==> config.mk <==
export PLATFORM = sky130hd
export DESIGN_NAME = counter_ctrl_flat
export DESIGN_NICKNAME = d
export VERILOG_FILES = /design/src/rtl/counter_ctrl_if.sv /design/src/rtl/counter_ctrl.sv /design/src/flat_wrapper.sv
export SDC_FILE = /design/constraint.sdc
export NUM_CORES = 1
export LEC_CHECK = 0
export ABC_AREA = 1
export CAP_MARGIN = 30
export CORE_MARGIN = 2
export CORE_UTILIZATION = 55
export DETAILED_ROUTE_END_ITERATION = 12
export PLACE_DENSITY = 0.94
export SYNTH_ARGS = -nofsm -noshare
export SYNTH_HDL_FRONTEND = slang
export SYNTH_SLANG_ARGS = --single-unit
==> constraint.sdc <==
create_clock -name clk_2 -period 4.2 [get_ports clk_2]
set_input_delay 0.84 -clock clk_2 [delete_from_list [all_inputs] [get_ports clk_2]]
set_output_delay 0.84 -clock clk_2 [all_outputs]
set_load 0.01 [all_outputs]
==> src/rtl/counter_ctrl_if.sv <==
// counter_ctrl_if: switch commands in, step/direction/shadow-count status out
interface counter_ctrl_if #(
    parameter int VW = 4
);
    logic          start;
    logic          stop;
    logic          clear;
    logic          mode_up;
    logic [VW-1:0] preset;
    logic          step;
    logic          dir;
    logic          cnt_clr;
    logic [VW-1:0] value;
    logic [1:0]    state;
    logic          done;

    modport master (
        output start, stop, clear, mode_up, preset,
        input  step, dir, cnt_clr, value, state, done
    );

    modport slave (
        input  start, stop, clear, mode_up, preset,
        output step, dir, cnt_clr, value, state, done
    );
endinterface

==> src/rtl/counter_ctrl.sv <==
// counter_ctrl: paces step pulses from switch commands and stops at a terminal count
module counter_ctrl #(
    parameter int TICK_DIV = 4,
    parameter int MAX_VAL  = 9,
    parameter int VW       = 4
) (
    input logic           clk_2,
    input logic           reset,
    counter_ctrl_if.slave bus
);
    localparam int PW = $clog2(TICK_DIV);

    typedef enum logic [1:0] {IDLE = 2'd0, RUN = 2'd1, PAUSE = 2'd2, DONE = 2'd3} state_t;

    state_t        state_q;
    logic [VW-1:0] value_q, tgt_q, tgt_sat, val_nx;
    logic [PW-1:0] pre_q;
    logic          dir_q, step_q, clr_q, done_q;
    logic          start_q, stop_q, clear_q;
    logic          start_e, stop_e, clear_e, go, wrap, hit;

    // Command edges (stop outranks start), saturated target, next counter position
    always_comb begin
        start_e = bus.start & ~start_q;
        stop_e  = bus.stop & ~stop_q;
        clear_e = bus.clear & ~clear_q;
        go      = start_e & ~stop_e;
        tgt_sat = (bus.preset > VW'(MAX_VAL)) ? VW'(MAX_VAL) : bus.preset;
        wrap    = pre_q == PW'(TICK_DIV - 1);
        val_nx  = dir_q ? value_q + 1'b1 : value_q - 1'b1;
        hit     = val_nx == tgt_q;
    end

    // Run-control FSM with registered step/clear pulses and status
    always_ff @(posedge clk_2 or negedge reset) begin
        if (!reset) begin
            state_q <= IDLE;
            value_q <= '0;
            tgt_q   <= '0;
            pre_q   <= '0;
            dir_q   <= 1'b1;
            step_q  <= 1'b0;
            clr_q   <= 1'b0;
            done_q  <= 1'b0;
            start_q <= 1'b1;
            stop_q  <= 1'b1;
            clear_q <= 1'b1;
        end else begin
            start_q <= bus.start;
            stop_q  <= bus.stop;
            clear_q <= bus.clear;
            step_q  <= 1'b0;
            clr_q   <= 1'b0;
            if (clear_e) begin
                state_q <= IDLE;
                done_q  <= 1'b0;
                value_q <= '0;
                pre_q   <= '0;
                clr_q   <= 1'b1;
            end else begin
                case (state_q)
                    IDLE: if (go) begin
                        dir_q   <= bus.mode_up;
                        tgt_q   <= bus.mode_up ? tgt_sat : '0;
                        value_q <= bus.mode_up ? '0 : tgt_sat;
                        pre_q   <= '0;
                        state_q <= (tgt_sat == '0) ? DONE : RUN;
                        done_q  <= tgt_sat == '0;
                    end
                    RUN, PAUSE: begin
                        if (state_q == RUN && stop_e) begin
                            state_q <= PAUSE;
                        end else if (state_q == RUN || go) begin
                            // resuming from PAUSE counts as a running cycle, so pause time adds exactly
                            if (wrap) begin
                                pre_q   <= '0;
                                step_q  <= 1'b1;
                                value_q <= val_nx;
                                state_q <= hit ? DONE : RUN;
                                done_q  <= hit;
                            end else begin
                                pre_q   <= pre_q + 1'b1;
                                state_q <= RUN;
                            end
                        end
                    end
                    DONE: ;
                    default: begin
                        state_q <= IDLE;
                        done_q  <= 1'b0;
                    end
                endcase
            end
        end
    end

    assign bus.step    = step_q;
    assign bus.dir     = dir_q;
    assign bus.cnt_clr = clr_q;
    assign bus.value   = value_q;
    assign bus.state   = state_q;
    assign bus.done    = done_q;
endmodule

==> src/flat_wrapper.sv <==
// flat-port wrapper written by rule: the top's interface ports become plain ports
module counter_ctrl_flat 
#(
    parameter int TICK_DIV = 4,
    parameter int MAX_VAL  = 9,
    parameter int VW       = 4
)
  (clk_2, reset, bus_start, bus_stop, bus_clear, bus_mode_up, bus_preset, bus_step, bus_dir, bus_cnt_clr, bus_value, bus_state, bus_done);
  counter_ctrl_if #(.VW(VW)) bus_i ();
  input logic clk_2;
  input logic reset;
  input wire logic [$bits(bus_i.start)-1:0] bus_start;
  input wire logic [$bits(bus_i.stop)-1:0] bus_stop;
  input wire logic [$bits(bus_i.clear)-1:0] bus_clear;
  input wire logic [$bits(bus_i.mode_up)-1:0] bus_mode_up;
  input wire logic [$bits(bus_i.preset)-1:0] bus_preset;
  output wire logic [$bits(bus_i.step)-1:0] bus_step;
  output wire logic [$bits(bus_i.dir)-1:0] bus_dir;
  output wire logic [$bits(bus_i.cnt_clr)-1:0] bus_cnt_clr;
  output wire logic [$bits(bus_i.value)-1:0] bus_value;
  output wire logic [$bits(bus_i.state)-1:0] bus_state;
  output wire logic [$bits(bus_i.done)-1:0] bus_done;
  assign bus_i.start = bus_start;
  assign bus_i.stop = bus_stop;
  assign bus_i.clear = bus_clear;
  assign bus_i.mode_up = bus_mode_up;
  assign bus_i.preset = bus_preset;
  assign bus_step = bus_i.step;
  assign bus_dir = bus_i.dir;
  assign bus_cnt_clr = bus_i.cnt_clr;
  assign bus_value = bus_i.value;
  assign bus_state = bus_i.state;
  assign bus_done = bus_i.done;
  counter_ctrl #(.TICK_DIV(TICK_DIV), .MAX_VAL(MAX_VAL), .VW(VW)) u_core (.clk_2(clk_2), .reset(reset), .bus(bus_i));
endmodule
# After elaboration in Yosys (flattened, before gate mapping)
# Cells that the tools add are included.
# totals
register_bits	19
latch_bits	0
ram_bits	0
rom_bits	0
word_cells	79
memories	0
# classes
add_sub_neg	3
multipliers	0
div	0
magnitude_cmp	1
n_eq_ne	9
n_shift	0
mux	36
bitwise_logic	9
reduce_logical	10
# ops
operator	n
$mux W4	9
$mux W2	12
$mux W1	11
$ne A3 B1 Y1 const B	3
$pmux W2 S2	2
$pmux W4 S2	1
$reduce_and A3 Y1	2
$not A1 Y1	5
$reduce_and A5 Y1	1
$add A4 B1 Y4 const B	1
$and A1 B1 Y1	4
$eq A2 B2 Y1 const B	2
$eq A4 B4 Y1	1
$gt A4 B4 Y1 const B	1
$logic_not A4 Y1	1
$ne A4 B1 Y1 const B	1
$reduce_and A4 Y1	1
$sub A4 B1 Y4 const B	1
$ne A3 B2 Y1 const B	1
$reduce_bool A3 Y1	1
$add A2 B1 Y2 const B	1
$eq A2 B1 Y1 const B	1
$logic_not A2 Y1	1
$pmux W1 S2	1
3 further kinds	3

# Longest topological paths before layout
# Gate-level depths: netlist of run 1.
# depth
depth_word	9
depth_mapped	13
depth_no_buf	13

# Worst setup path after synthesis of run 1
# OpenSTA, ideal clock, no wires.
# synth_timing
path_type	reg-to-reg
from	register u_core.dir_q (netlist: u_core.bus.dir)
to	register u_core.state_q[1] (netlist: u_core.bus.state[1])
setup_ns	0.117
arrival_time_ns	1.691
slack_ns	2.392
stages_incl_launch_ff	10
path_cell_list	dfstp_2 -> inv_1 -> ha_1 -> or2_2 -> nand3_1 -> nand3_1 -> nand4_1 -> nand3_1 -> nand2_1 -> nand2_1
# synth_via
elab_chain_len	8
# synth_lines
item	line_no	source
start: declaration	counter_ctrl.sv:18	logic dir_q, step_q, clr_q, done_q;
start signal: assignment	counter_ctrl.sv:63	dir_q <= bus.mode_up;
$mux W4	counter_ctrl.sv:30	val_nx = dir_q ? value_q + 1'b1 : value_q - 1'b1;
$eq A4 B4 Y1	counter_ctrl.sv:31	hit = val_nx == tgt_q;
$mux W2	counter_ctrl.sv:79	state_q <= hit ? DONE : RUN;
$mux W2	counter_ctrl.sv:75	if (wrap) begin
$mux W2	counter_ctrl.sv:73	end else if (state_q == RUN || go) begin
$mux W2	counter_ctrl.sv:71	if (state_q == RUN && stop_e) begin
$pmux W2 S2	counter_ctrl.sv:61	case (state_q)
$mux W2	counter_ctrl.sv:54	if (clear_e) begin
end signal: assignment	counter_ctrl.sv:67	state_q <= (tgt_sat == '0) ? DONE : RUN;
end signal: assignment	counter_ctrl.sv:79	
end: declaration	counter_ctrl.sv:15	state_t state_q;
# Every way passes these cells. The select of a mux whose other input is x is not followed.
# A chain may end at the register's enable or synchronous reset.

# Worst setup path after layout of run 1
# layout_timing
from	register u_core.dir_q (netlist: u_core.bus.dir)
to	output port bus_dir
# layout_lines
item	line_no	source
end: declaration	flat_wrapper.sv:18	output wire logic [$bits(bus_i.dir)-1:0] bus_dir;
# No word-level cell between the ends.

==> summary.md, run 1 <==
| Metric | Value |
|---|---|
| Final Max Slew Viols | 0 |
| Final setup fails | 0 |
| Clock share of power | 0.089 |
| Max incr delay on CP | 0.59 ns |
| Pint | 0.000539 W |
| Gate power share | 0.621 |
| Final Non-Filler Cells | 195 |
| Starting density of the core | 0.585 |
| Crit. Startpoint | u_core.bus.dir |
| Worst hold slack | around 0.50 ns |
| Psw | 0.000503 W |
| Most numerous cell in the Yosys netlist | nand2_1 |
| CTS HTree Levels | 1 |
| Clock Sinks | 19 |
| Initial antenna violation count | 0 |
| Maximum clock path buffer count | 2 |
| # placed instances | 191 |
| Post-synthesis register bit count | 19 |
| CP Capture Type | primary output |
| Worst Max-Slew Pin Slew | about 0.85 ns |
| Critical path class | flip-flop to primary output |
| Synth Cell Area | 0.00116 mm^2 |
| DR pass1 iterations | 4 |
| Stages on worst setup path | 1 |
| TNS Setup | 0 ns |
| DP HPWL | roughly 2100 um |
| Synth Warn # | 0 |
| Number of nets in the layout | 186 |
| Largest net degree at the start of global routing | 20 |
| Port Buf Inserts | 19 |
| Cell Area, Placed | ~0.0014 mm^2 |
| Root buffer cell | clkbuf_4 |
| Critical path arrival | between 1 and 1.5 ns |
| Critical path endpoint | bus_dir |
| Reg-to-reg endpoint | u_core.bus.state[1] |
| # resized after CTS | 0 |
| Wirelength, routed | ~2700 um |
| Status | finished clean |
| Ys async rst share | 1.00 |
| Pwr Density | 740 mW/mm^2 |
| Wire per inst | 13.6 um |
| I/O pins | 20 |
| Via count | 1083 |
| Post-Syn Nets | about 160 |
| Synth cell count leaders | nand2_1, inv_1, dfrtp_1, nand3_1, nor2_1 |
| Register area | 480 um^2 |
| Worst skew pair latency | 0.29 ns |
| DIE AREA | 0.00249 mm^2 |
| Switch share | 0.482 |
| CP max FO | 5 |
| Hold Path Class | flip-flop to flip-flop |
| Initial drt markers | 70 |
| Seq/Total Area, Yosys | 0.415 |
| Total GRT Usage | 0.239 |
| Die Span Y | 49.9 um |
| Final Cell Area | 0.00141 mm^2 |
| Num rows | 16 |
| First-pass GRT wire length | 4580 um |
| Post-route DRC | 0 |
| Hold Crit Depth | 2 |
| Slowest cell on crit path | dfstp_2 |
| Syn Inst Count | ~150 |
| Kind of cell adding the most delay to the critical path | flip-flops |
| RSZ-0062 raised after global routing | no |
| Layout cells sized above 1 | 0.143 |
| Number of fill cells | 141 |
| GRT overflow | 0 |
| Area share of the largest cell type after synthesis | 0.324 |
| Number of global-route vias before repair | around 1100 |
| Min Tclk post-route | 2.26 ns |
| MaxCap Viol Count | 0 |
| CTS Hold Bufs | 0 |
| CTS Buf Count | 3 |
| Multi-input logic area | 578 um^2 |
| Combined buffer and inverter count along the critical path | 1 |
| Number of synthesized flops with an enable pin | 0 |
| R2R setup slack | 2.21 ns |
| Critical path cell sequence | clkdlybuf4s50_1 |
| Largest cells by area after synthesis | dfrtp_1, nand2_1, dfstp_2 |
| CTS tree | done |
| Tcrit/Tclk final | 0.539 |
| Slew HR | 0.429 |
| Final core occ | 0.711 |
| Synth cell types | 25 |
| Average size of a mapped cell | between 7 and 8 um^2 |
| R2R cell count | 9 |
| Core area | approximately 0.0020 mm^2 |
| Area grow syn2layout | 21.6% |
| Setup crit start kind | flip-flop |
| Worst-path clk slew | 0.11 ns |
| Antenna violation net count after detailed routing | 0 |
| Post-CTS Setup Repair Bufs | 0 |
| Die width | 49.9 um |
| Routability cong. | 0.891 |
| Max IR drop VDD | 0.000437 V |
| Via-per-instance ratio | around 5.6 |
| Required time of the critical path | ~3.4 ns |
| Predominant post-synthesis flop cell | dfrtp_1 |
| Fmax | 442 MHz |
| Flop pwr share | 0.290 |
| N_diodes | 0 |
| Final Hold Viols | 0 |
| Leak | between 0.7 and 0.8 nW |
| R2r startpoint | u_core.bus.value[0] |
| Area leader, netlist | dfrtp_1 |
| Fin Clk Skew | about 0.007 ns |
## sequential cells by signal, summed over array words and instances (netlist names)
| signal | cells |
|---|---|
| u_core.bus.value | 4 |
| u_core.bus.done | 1 |
| u_core.bus.cnt_clr | 1 |
| u_core.bus.step | 1 |
| u_core.start_q | 1 |
| u_core.stop_q | 1 |
| u_core.clear_q | 1 |
| u_core.pre_q | 2 |
| u_core.bus.dir | 1 |
| u_core.bus.state | 2 |
| u_core.tgt_q | 4 |
## layer usage
layer,part of all wire,track usage
met5,0,0
met4,0.013,0.102
met3,0.076,0.0212
met2,0.50,0.429
met1,0.41,0.291
## cells in the final DEF, fill, tap and decap left out, types with 2 or more instances in the layout
cell type	n
nor2_2	2
inv_1	23
ha_1	6
nand2_4	2
o21ai_0	4
xor2_1	2
nor2_1	9
o21ai_2	5
inv_2	2
nand3_1	13
nor3_1	2
o22ai_1	6
nand2_2	2
nand4_1	2
dfrtp_1	15
clkbuf_4	3
dfstp_2	4
a21oi_1	3
clkdlybuf4s50_1	19
nand2_1	36
## layout make-up
| class | count | area share |
|---|---|---|
| tap | 27 | 0.0240 |
| timing repair buffer | 19 | 0.135 |
| inverter | 26 | 0.0710 |
| sequential | 19 | 0.341 |
| multi-input combinational | 100 | 0.410 |
| clock buffer | 4 | 0.0187 |
## power by group through the flow
stage | Sequential, W | Clock [W] | Combinational [W]
finish | 0.000302 | 0.0000926 | 0.000647
global route | 0.000310 | 0.000101 | 0.000723
CTS | 0.000301 | 0.0000927 | 0.000638
detailed placement | 0.000305 | 0 | 0.000632
global placement | 0.000298 | 0 | 0.000600
floorplan | 0.000307 | 0 | 0.000442
## how the worst min path moves through the flow
| stage | startpoint | end |
|---|---|---|
| after CTS | u_core.pre_q[1] | u_core.pre_q[1] |
| after detailed placement | u_core.pre_q[1] | u_core.pre_q[1] |
| final | u_core.pre_q[1] | u_core.pre_q[1] |
| after global placement | u_core.bus.done | u_core.bus.done |
| after floorplan | u_core.pre_q[1] | u_core.pre_q[1] |
| after global routing | u_core.pre_q[1] | u_core.pre_q[1] |
## cell families (layout without fill, tap and decap cells)
group / Yosys count / in the layout / share of synthesized area
xor gates and xnor gates: 2 / 2 / 0.0151
adders and majority gates: 7 / 7 / 0.0821
DFF: 19 / 19 / 0.415
buffers and inverters: 26 / 49 / 0.0864
AOI/OAI and AO/OA: 19 / 19 / 0.110
and+or+nand+nor: 72 / 72 / 0.292
## per-stage QoR
| step | power (W) | setup slack [ns] |
|---|---|---|
| finish | 0.00104 | 1.94 |
| CTS | 0.00103 | 1.93 |
| floorplan | 0.000749 | 2.39 |
| detailed placement | 0.000937 | 1.85 |
| global route | 0.00113 | 1.89 |
| global placement | 0.000899 | 1.91 |
No activity file was read; power rests on OpenSTA's default activity.
==> run 2, diff against run 1 <==
CORE_UTILIZATION = 46   (was 55)
PLACE_DENSITY = 0.85   (was 0.94)
clock period = 2.05 ns   (was 4.2 ns; I/O delays follow)
==> summary.md, run 2 (synthesis gave the netlist of run 1 again) <==
| Metric | Value |
|---|---|
| Worst-path clk slew | 0.11 ns |
| Post-route DRC | 0 |
| CP Capture Type | flip-flop |
| Initial antenna violation count | 0 |
| Port Buf Inserts | 19 |
| Die Span Y | about 54 um |
| Slew HR | 0.714 |
| Most frequent cells in the layout | nand2_1, inv_1, clkdlybuf4s50_1 |
| I/O pins | 20 |
| Pwr Density | 1480 mW/mm^2 |
| TNS Setup | 0 ns |
| Pre-CTS setup slack | 0.102 ns |
| Maximum clock path buffer count | 2 |
| Register area | 480 um^2 |
| Fmax | 516 MHz |
| Critical path class | flip-flop to flip-flop |
| Crit. Startpoint | u_core.bus.state[1] |
| Final setup fails | 0 |
| Final Non-Filler Cells | 203 |
| Status | finished clean |
| Num rows | 18 |
| Wirelength, routed | ~2600 um |
| Number of nets in the layout | between 150 and 200 |
| CTS tree | done |
| Via-per-instance ratio | 5.17 |
| Max IR drop VDD | 0.000854 V |
| Number of fill cells | between 200 and 250 |
| Leak | 0.730 nW |
| N_diodes | 0 |
| Critical path arrival | 2.18 ns |
| Worst Max-Slew Pin Slew | 0.428 ns |
| Final Hold Viols | 0 |
| Clock Sinks | 19 |
| Worst skew pair latency | ~0.30 ns |
| Multi-input logic area | a little under 600 um^2 |
| Area grow syn2layout | 26.3% |
| Final Cell Area | 0.00146 mm^2 |
| Required time of the critical path | 2.29 ns |
| Fin Clk Skew | 0.00132 ns |
| Antenna violation net count after detailed routing | 0 |
| Core area | 0.00243 mm^2 |
| Starting density of the core | 0.476 |
| CTS HTree Levels | 1 |
| Most common cell after layout, fill and taps aside | nand2_1 |
| Final worst setup slack | between 0.1 and 0.15 ns |
| CTS Buf Count | 3 |
| Total GRT Usage | 0.202 |
| Layout cells sized above 1 | 0.179 |
| GRT overflow | 0 |
| DIE AREA | 0.00294 mm^2 |
| R2r startpoint | u_core.bus.state[1] |
| Cell Area, Placed | 0.00141 mm^2 |
| Via count | 1050 |
| Wire per inst | 12.8 um |
| Routability cong. | 0.913 |
| Min Tclk post-route | 1.94 ns |
| Setup crit start kind | flip-flop |
| MaxCap Viol Count | 0 |
| First-pass GRT wire length | 4150 um |
| CP max FO | 6 |
| DR pass1 iterations | 4 |
| Root buffer cell | clkbuf_4 |
| DP HPWL | 1960 um |
| RSZ-0062 raised after global routing | no |
| Largest net degree at the start of global routing | 20 |
| Die width | ~54 um |
| Number of global-route vias before repair | 968 |
| # placed instances | 197 |
| Final Max Slew Viols | 0 |
| Initial drt markers | 25 |
| Final core occ | 0.602 |
| Hold Path Class | input pin to async pin |
| Tcrit/Tclk final | 0.945 |
run 2: area by class of cell:
cell class	count	area share
tap	30	0.0256
sequential	19	0.328
inverter	26	0.0684
timing repair buffer	24	0.156
clock buffer	3	0.0154
multi-input combinational	100	0.403
clock inverter	1	0.00342
run 2: metal layers:
layer,vias up,global-route usage,share of wire
met2,28,0.345,0.51
met5,-,0,0
met4,0,0.113,0.028
met1,490,0.245,0.44
met3,6,0.0250,0.028
li1,526,-,-
run 2: power breakdown:
part	switching, W	internal (W)
clock network	0.000122	0.0000729
logic	0.000795	0.000562
registers	0.000106	0.000508
run 2: path summary, 6_finish.rpt:
check | endpoint | slack, ns | depth (start not counted)
worst min-delay path | u_core.bus.state[1] | 0.43 | 2
max in group asynchronous | u_core.clear_q | 1.36 | 2
min in group clk_2 | u_core.pre_q[1] | 0.51 | 2
worst max-delay path | u_core.bus.value[1] | 0.11 | 8
worst max register to register | u_core.bus.value[1] | 0.11 | 8
worst min register to register | u_core.pre_q[1] | 0.51 | 2
run 2: per-stage QoR:
stage,power [W],hold WS [ns]
6_report,0.00217,0.429
5_1_grt,0.00237,0.462
4_1_cts,0.00211,0.439
3_5_place_dp,0.00191,0.483
3_3_place_gp,0.00184,0.468
2_1_floorplan,0.00153,0.114
run 2: worst max-delay path, cell delays in order, from the launching register on:
cell	delay (ns)
dfrtp_1	0.44
inv_1	0.08
ha_1	0.40
inv_2	0.08
nor2_1	0.36
inv_1	0.16
o22ai_1	0.20
nand2_1	0.10
o21ai_2	0.06
run 2: what timing repair did:
item / 4_1_cts / 5_1_grt
endpoints found under the setup margin: 0 / 2
hold buffers: 0 / 0
gates resized for setup: 0 / 1
buffers inserted: 0 / 2
==> run 3, diff against run 2 <==
CTS_CLUSTER_SIZE = 10   (was unset)
==> results of run 3 <==
The final DEF is identical to that of run 2; final timing and power are the same.
